$ cat src/rtl/qarctan_pkg.sv
// Shared constants, state encoding and fixed-point helpers for the
// quantized arctangent stage of the FM demodulator.
package qarctan_pkg;

  // Fraction bits of the fixed-point angle; QUANTIZE(v) = v << QUANT_BITS.
  localparam int unsigned QUANT_BITS_DEFAULT = 10;

  // round(pi/4 * 2^10) and 3*pi/4 at the same scale.
  localparam int QUAD1 = 804;
  localparam int QUAD3 = 3 * QUAD1;

  // Working width for the dequantize helper; products up to 2*64 bits fit.
  localparam int unsigned PROD_MAX_W = 128;

  typedef logic signed [PROD_MAX_W-1:0] prod_max_t;

  typedef enum logic [2:0] {
    StIdle,
    StIssue,
    StWait,
    StMul,
    StOut
  } state_t;

  // Divide by 2^qbits, truncating toward zero. A plain arithmetic shift
  // rounds toward minus infinity, so negative values are biased first.
  function automatic prod_max_t dequantize(input prod_max_t prod, input int unsigned qbits);
    prod_max_t bias;
    bias = (prod_max_t'(1) << qbits) - prod_max_t'(1);
    if (prod < 0) begin
      dequantize = (prod + bias) >>> qbits;
    end else begin
      dequantize = prod >>> qbits;
    end
  endfunction

endpackage

$ cat src/rtl/qarctan_div_ctrl.sv
// Quantized arctangent controller. Accepts one (y, x) product sample, forms
// the qarctan ratio operands for an external signed iterative divider, waits
// for the quotient and converts it into a fixed-point angle.
module qarctan_div_ctrl
  import qarctan_pkg::*;
#(
  parameter int unsigned DATA_WIDTH = 32,
  parameter int unsigned QUANT_BITS = QUANT_BITS_DEFAULT
) (
  input  logic                  clk,
  input  logic                  reset,
  // Sample input
  input  logic                  in_valid,
  output logic                  in_ready,
  input  logic [DATA_WIDTH-1:0] in_y,
  input  logic [DATA_WIDTH-1:0] in_x,
  // Divider interface
  output logic                  div_start,
  output logic [DATA_WIDTH-1:0] div_dividend,
  output logic [DATA_WIDTH-1:0] div_divisor,
  input  logic [DATA_WIDTH-1:0] div_quotient,
  input  logic                  div_overflow,
  input  logic                  div_done,
  // Angle output
  output logic                  out_valid,
  input  logic                  out_ready,
  output logic [DATA_WIDTH-1:0] out_angle,
  output logic                  out_err
);

  localparam int unsigned PW = 2 * DATA_WIDTH;

  localparam logic signed [PW-1:0]         QUAD1_W  = PW'(QUAD1);
  localparam logic signed [DATA_WIDTH-1:0] QUAD1_DW = DATA_WIDTH'(QUAD1);
  localparam logic signed [DATA_WIDTH-1:0] QUAD3_DW = DATA_WIDTH'(QUAD3);

  state_t state_q;

  // Registered sample and intermediate results
  logic signed [DATA_WIDTH-1:0] y_q;
  logic signed [DATA_WIDTH-1:0] x_q;
  logic signed [DATA_WIDTH-1:0] base_q;
  logic signed [DATA_WIDTH-1:0] quot_q;
  logic                         ovf_q;

  // Operand formation
  logic signed [DATA_WIDTH-1:0] abs_y;
  logic signed [DATA_WIDTH-1:0] issue_dvd;
  logic signed [DATA_WIDTH-1:0] issue_dvs;
  logic signed [DATA_WIDTH-1:0] issue_base;

  // Angle reconstruction
  logic signed [PW-1:0]         prod;
  logic signed [DATA_WIDTH-1:0] deq;
  logic signed [DATA_WIDTH-1:0] mag;
  logic signed [DATA_WIDTH-1:0] angle;

  // Ratio operands from the registered sample; the +1 keeps the divisor
  // nonzero for y = 0, x = 0 and all arithmetic wraps at DATA_WIDTH.
  always_comb begin
    abs_y = (y_q[DATA_WIDTH-1] ? -y_q : y_q) + DATA_WIDTH'(1);
    if (!x_q[DATA_WIDTH-1]) begin
      issue_dvd  = (x_q - abs_y) <<< QUANT_BITS;
      issue_dvs  = x_q + abs_y;
      issue_base = QUAD1_DW;
    end else begin
      issue_dvd  = (x_q + abs_y) <<< QUANT_BITS;
      issue_dvs  = abs_y - x_q;
      issue_base = QUAD3_DW;
    end
  end

  // Scale the quotient by pi/4, remove the fraction and fold in the quadrant.
  always_comb begin
    prod  = QUAD1_W * PW'(quot_q);
    deq   = DATA_WIDTH'(dequantize(PROD_MAX_W'(prod), QUANT_BITS));
    mag   = base_q - deq;
    angle = y_q[DATA_WIDTH-1] ? -mag : mag;
  end

  // Control FSM with all outputs registered.
  always_ff @(posedge clk or negedge reset) begin
    if (!reset) begin
      state_q      <= StIdle;
      in_ready     <= 1'b0;
      div_start    <= 1'b0;
      div_dividend <= '0;
      div_divisor  <= '0;
      out_valid    <= 1'b0;
      out_angle    <= '0;
      out_err      <= 1'b0;
      y_q          <= '0;
      x_q          <= '0;
      base_q       <= '0;
      quot_q       <= '0;
      ovf_q        <= 1'b0;
    end else begin
      case (state_q)
        StIdle: begin
          // in_ready is still low on the first cycle out of reset.
          in_ready <= 1'b1;
          if (in_valid && in_ready) begin
            y_q      <= in_y;
            x_q      <= in_x;
            in_ready <= 1'b0;
            state_q  <= StIssue;
          end
        end
        StIssue: begin
          div_dividend <= issue_dvd;
          div_divisor  <= issue_dvs;
          base_q       <= issue_base;
          div_start    <= 1'b1;
          state_q      <= StWait;
        end
        StWait: begin
          // Operands are left untouched: the divider re-reads them on completion.
          div_start <= 1'b0;
          if (div_done) begin
            quot_q  <= div_quotient;
            ovf_q   <= div_overflow;
            state_q <= StMul;
          end
        end
        StMul: begin
          if (ovf_q) begin
            out_angle <= '0;
            out_err   <= 1'b1;
          end else begin
            out_angle <= angle;
            out_err   <= 1'b0;
          end
          out_valid <= 1'b1;
          state_q   <= StOut;
        end
        StOut: begin
          if (out_ready) begin
            out_valid <= 1'b0;
            in_ready  <= 1'b1;
            state_q   <= StIdle;
          end
        end
        default: begin
          in_ready  <= 1'b0;
          div_start <= 1'b0;
          out_valid <= 1'b0;
          state_q   <= StIdle;
        end
      endcase
    end
  end

endmodule

$ cat config.mk
export PLATFORM = sky130hd
export DESIGN_NAME = qarctan_div_ctrl
export DESIGN_NICKNAME = d
export VERILOG_FILES = /design/src/rtl/qarctan_pkg.sv /design/src/rtl/qarctan_div_ctrl.sv
export SDC_FILE = /design/constraint.sdc
export NUM_CORES = 1
export LEC_CHECK = 0
export BUFFER_PORTS_ARGS = -buffer_cell sky130_fd_sc_hd__buf_4
export CAP_MARGIN = 40
export CELL_PAD_IN_SITES_DETAIL_PLACEMENT = 0
export CELL_PAD_IN_SITES_GLOBAL_PLACEMENT = 2
export CORE_ASPECT_RATIO = 1.5
export CORE_MARGIN = 1.5
export CORE_UTILIZATION = 35
export DETAILED_ROUTE_END_ITERATION = 12
export HOLD_SLACK_MARGIN = 0.05
export PLACE_DENSITY = 0.84
export SYNTH_ARGS = -nofsm -noshare
export SYNTH_HDL_FRONTEND = slang
export SYNTH_SLANG_ARGS = --single-unit
export TNS_END_PERCENT = 50
$ cat constraint.sdc
create_clock -name clk -period 19.08 [get_ports clk]
set_clock_uncertainty 0.15 [all_clocks]
set_input_delay 1.908 -clock clk [delete_from_list [all_inputs] [get_ports clk]]
set_output_delay 1.908 -clock clk [all_outputs]
set_load 0.02 [all_outputs]
## Word level (Yosys, flattened, before mapping)

Cells that the tools add are included.
W data, S select, Z words.

| cells by class | value |
|---|---|
| $add $sub $neg | 8 |
| multipliers | 1 |
| magnitude comparators | 1 |
| eq/ne operators | 7 |
| multiplexer cells | 18 |
| bitwise operators | 2 |
| reduce and logical (&&, ||, !) cells | 10 |

Operator list:

| cell | count |
|---|---|
| $mux W32 | 6 |
| $neg A32 Y32 | 2 |
| $sub A32 B32 Y32 | 2 |
| $lt A43 B1 Y1 const B | 1 |
| $add A42 B11 Y42 const B | 1 |
| $mul A9 B32 Y41 const A | 1 |
| $add A32 B2 Y32 const B | 1 |
| $add A32 B32 Y32 | 1 |
| $sub A22 B22 Y22 | 1 |
| $pmux W3 S5 | 1 |
| $mux W12 | 1 |
| $mux W3 | 3 |
| $reduce_or A3 Y1 | 3 |
| $reduce_and A2 Y1 | 4 |
| $eq A3 B2 Y1 const B | 2 |
| $ne A2 B2 Y1 const B | 3 |
| $pmux W1 S3 | 2 |
| $mux W1 | 4 |
| $eq A3 B1 Y1 const B | 1 |
| $eq A3 B3 Y1 const B | 1 |
| $logic_not A3 Y1 | 1 |
| $reduce_and A3 Y1 | 1 |
| $not A1 Y1 | 2 |
| $pmux W1 S2 | 1 |
| $logic_and A1 B1 Y1 | 1 |

| storage, ports and cells | value |
|---|---|
| register bits | 232 |
| bits of input ports | 102 |
| output and inout port bits | 100 |
| word-level logic and storage cells | 60 |

## Logic depth before layout (Yosys ltp)

| logic depth | value |
|---|---|
| depth after elaboration | 7 |
| gate-level depth with buffers | 34 |
| mapped depth without buffers | 30 |

## Least setup slack after synthesis

Ideal clock, no wire load.

| timing | value |
|---|---|
| path kind | register to register |
| from | reg quot_q[1] |
| to | reg out_angle[31] |
| library setup time | 0.121 ns |
| arrival time | 7.952 ns |
| data required time | 18.809 ns |
| setup slack | 10.857 ns |
| stages on the path, launching flop included | 33 |
| path buffers | 2 |
| clock period less this slack | 8.223 ns |
| cells stage by stage | dfrtp_1 inv_1 ha_1 inv_1 fa_1 inv_1 fa_1 ha_1 ha_1 o21ai_2 o211a_1 or4_4 a21oi_4 nor3_2 o2111a_1 o31ai_2 nor2_1 xor2_1 ha_1 clkbuf_1 nand3_1 o41a_1 a31oi_4 o2111ai_2 a211o_4 a211oi_2 xor2_1 or4b_1 buf_2 nand4b_4 o31ai_4 xnor2_1 a22o_1 |

| between the ends | value |
|---|---|
| longest elaborated chain between the ends | 7 |
| elaborated cells between the ends (all ways) | 8 |
| those cells by class | 3 x add/sub; 1 x mul; 1 x order compare; 3 x mux |

Ends and longest elaborated chain:

| what | line | source |
|---|---|---|
| start, declared | qarctan_div_ctrl.sv:43 | `logic signed [DATA_WIDTH-1:0] quot_q;` |
| start signal, assigned | qarctan_div_ctrl.sv:120 | `quot_q <= div_quotient;` |
| $mul A9 B32 Y41 * | qarctan_div_ctrl.sv:75 | `prod = QUAD1_W * PW'(quot_q);` |
| $add A42 B11 Y42 / $lt A43 B1 Y1 (equally long branches) | qarctan_pkg.sv:31, qarctan_pkg.sv:30 |  |
| $mux W32 * | qarctan_pkg.sv:30 | `if (prod < 0) begin` |
| $sub A32 B32 Y32 * | qarctan_div_ctrl.sv:77 | `mag = base_q - deq;` |
| $neg A32 Y32 | qarctan_div_ctrl.sv:78 | `angle = y_q[DATA_WIDTH-1] ? -mag : mag;` |
| $mux W32 * | qarctan_div_ctrl.sv:78 |  |
| $mux W32 * | qarctan_div_ctrl.sv:126 | `if (ovf_q) begin` |
| end signal, assigned | qarctan_div_ctrl.sv:130 | `out_angle <= angle;` |
| end, declared | qarctan_div_ctrl.sv:27 | `output logic [DATA_WIDTH-1:0] out_angle,` |

Mark *: on every way between the ends. The rest lies on a longest branch, timed or not.
A chain may end at the register's enable or synchronous reset.

## Final worst setup path

| timing | value |
|---|---|
| from | reg quot_q[2] |
| to | reg out_angle[29] |

The elaborated chain is that of the path after synthesis.

==> run summary <==
The portion of the clock cycle consumed by the worst path in the final layout is 0.479. TritonCTS built the clock tree. The worst setup path is of the reg -> reg kind. Setup repair after global routing left no endpoint under its margin.

The die covers 0.0576 mm2. The hold violation count in the final report is 0. The busiest layer in global routing is met2. The routed length per placed instance works out to 18.2 um. The layout cell share with drive strength beyond 1 was 0.174; the boundary pin count was 202.

The tools report the pin count of the biggest net entering global routing as 87. The aggregate global-route resource usage was 0.194. STA classifies the critical path startpoint as a flop.

The longest individual stage delay on the worst path was 680 ps; the wire length of the first global-routing pass was 87.1 mm. The tools report the total via count after detailed routing as 16.1k. Among cell families on the critical path, the largest total delay comes from compound AO/OA/AOI/OAI gates. The root buffer cell chosen for the clock tree is sky130_fd_sc_hd__clkbuf_16. In the synthesized netlist the dominant register cell turns out to be sky130_fd_sc_hd__dfrtp_1. The total number of clock tree sinks was 192. The total standard cell area after synthesis was 0.0197 mm2.

The largest fanout on the critical path is 7. After detailed routing, the number of remaining DRC violations is 0. After global routing the overflow that remains totals 0. The synthesized design spends more area on one cell type than any other, namely sky130_fd_sc_hd__dfrtp_1. The logs give 0 for the initial antenna violation count and 0 for the post-cts repair resize count. Across the run, the number of max-cap violations was 0. Number of port buffers: 191. Leaving out fill and tap cells, the most frequent cells in the layout are 209 x sky130_fd_sc_hd__ha_1, 201 x sky130_fd_sc_hd__buf_4, 190 x sky130_fd_sc_hd__dfrtp_1. For this run, the top clock speed supported by timing is 0.109 GHz.

For this design, the slowest cell found on the critical path is sky130_fd_sc_hd__or4b_1. In this run, post-CTS hold repair placed 0 buffers. From synthesis to final layout, the design area changed by 13.8%.

The height of the die was 293 um; the slew at the pin closest to its max-slew limit was 866 ps. The run gives 9380 ps as the worst endpoint data arrival time. Once the clock tree was built, the setup fixing pass inserted 0 buffers. The number of slew-limit violations in the final report was 0. The final net count is 2671. The width of the die was 196 um; the final hold slack was 331 ps.

The number of enable flip-flop cells after synthesis works out to 0. The path class of the tightest hold or removal check is reg -> reg. The first-iteration detailed-routing DRC count came out at 593.

Routability-driven placement finished with a final weighted congestion of 0.891. After synthesis, the netlist uses 97 different library cells. Yosys attributes the largest share of cell area to sky130_fd_sc_hd__dfrtp_1 24%, sky130_fd_sc_hd__ha_1 13%, sky130_fd_sc_hd__xnor2_1 6.7%. The area share of the largest cell type after synthesis came out at 0.244. The clock transition at the registers of the reported paths is 80 ps, and the worst relative slew slack is 0.423. The post-DP HPWL is 45.7 mm, and the synthesized area per cell is 9.06 um2. The global routing usage on met1 was 0.212.

The detailed-routing iteration count for the pre-antenna-repair pass came out at 5. Clock tree synthesis inserted a total of 17 buffers. The logs give 0 for the number of antenna-violating nets in the routed design and 19320 ps for the data required time at the worst endpoint. Counting every instance in the synthesized netlist gives 2170. The run gives 0.402 as the post-route core utilization. No sink is reached through more buffers than the 2 on the longest clock path. Summing all placed instances gives a cell area of 0.0218 mm2. The number of buffers and inverters on the critical path is 3. In this run the core area contains 106 standard-cell rows. The routed design could run at a clock period as short as 9140 ps. Via count of the first global-routing pass: 16.2k. The final layout contains routed wiring with a total length of 55.0 mm. The tools report the met3 layer usage reported by global route as 0.0262. The worst setup path is captured at a flop. Leaving out fill and tap cells, the most frequent cell in the layout is sky130_fd_sc_hd__ha_1. The tools report the starting density of the core as 0.354. The setup total negative slack was 0 ps. For this run, the number of Yosys warnings is 0. 0 antenna diodes ended up in the layout.

The flop and latch count out of synthesis is 192, and the summed area of non-filler cells in the final layout is 0.0224 mm2. The share of async-settable or async-resettable flops after synthesis came out at 1.00. For the met2 demand-to-capacity share in global routing, the log shows 0.372. The flow ran to the end, and the final reports show no timing, DRC or antenna violations. The final setup violation count came out at 0. Cell repeated most along the worst path: sky130_fd_sc_hd__ha_1.

The clock insertion delay at the later pin of the skew report is 500 ps, and the average via count per standard cell is 5.33. The number of filler instances in the final layout is 5601. The maximum level of the CTS H-tree is 4. The run gives 0.244 as the sequential cell area fraction in the yosys report. The floorplan step defined a core boundary enclosing 0.0556 mm2.
[worst min-delay path, stage by stage (launching register included)]
cell and delay [ps]:
sky130_fd_sc_hd__dfrtp_1 340, sky130_fd_sc_hd__nand2_1 50, sky130_fd_sc_hd__o21ai_0 60
[state kept, by name, indices dropped and copies added (netlist names)]
name / count
div_divisor: 32
ovf_q: 1
base_q: 3
state_q: 3
div_dividend: 21
out_err: 1
in_ready: 1
quot_q: 32
x_q: 32
out_angle: 32
out_valid: 1
div_start: 1
y_q: 32
[final timing paths]
path	startpoint	endpoint	cells past startpoint	slack (ps)
max in group asynchronous	reset	div_divisor[31]	3	16460
min in group asynchronous	reset	x_q[3]	1	1180
hold / removal	div_divisor[28]	div_divisor[28]	2	330
setup / recovery	quot_q[2]	out_angle[29]	30	9940
setup reg to reg	quot_q[2]	out_angle[29]	30	9940
hold reg to reg	div_divisor[28]	div_divisor[28]	2	330
[layer usage]
metal / part of all wire / up-vias
met4: 0.029 / 0
met3: 0.028 / 66
met1: 0.40 / 7670
li1: - / 8006
met5: 0 / -
met2: 0.54 / 313
[stage by stage]
| step | std cells | setup slack (ps) |
|---|---|---|
| global placement | 2978 | 10120 |
| global route | 3014 | 9450 |
| detailed placement | 2983 | 9930 |
| floorplan | 2179 | 10860 |
| finish | 3014 | 9940 |
| CTS | 3014 | 9870 |
[cells in the mapped netlist (31+ instances only)]
cell and number:
sky130_fd_sc_hd__nor2_1 122, sky130_fd_sc_hd__or3_1 31, sky130_fd_sc_hd__nand2_1 173, sky130_fd_sc_hd__inv_1 114, sky130_fd_sc_hd__nand3_1 35, sky130_fd_sc_hd__o21ai_0 120, sky130_fd_sc_hd__clkbuf_1 81, sky130_fd_sc_hd__mux2_2 105
sky130_fd_sc_hd__xor2_1 83, sky130_fd_sc_hd__ha_1 209, sky130_fd_sc_hd__a21oi_1 129, sky130_fd_sc_hd__a21o_1 49, sky130_fd_sc_hd__xnor2_1 151, sky130_fd_sc_hd__dfrtp_1 192, sky130_fd_sc_hd__nor3_1 64, sky130_fd_sc_hd__fa_1 60
[cell families (layout without fill, tap and decap cells)]
family                   count (synthesis)  count (layout)  share of synthesized area
XOR/XNOR                               237             237                      0.107
AO/OA/AOI/OAI                          537             537                      0.187
adder cells (fa/ha/maj)                269             269                      0.194
multiplexers                           121             121                     0.0683
flip-flops                             192             192                      0.244
other                                    1              10                   0.000191
buffers and inverters                  219             352                     0.0445
AND/OR/NAND/NOR                        594             594                      0.155
[area by class of cell]
type,count,area [um2],share of cell area
repair buffers,207,1610,0.0720
clock buffers,20,457,0.0204
clock inverters,11,134,0.00599
well taps,702,878,0.0393
multi-input cells,1768,14000,0.628
inverters,114,428,0.0191
flip-flops and latches,192,4810,0.215
Power is left out: the tool's default activity adds up to more than one toggle a clock period on the data nets, which glitch-free logic cannot reach.
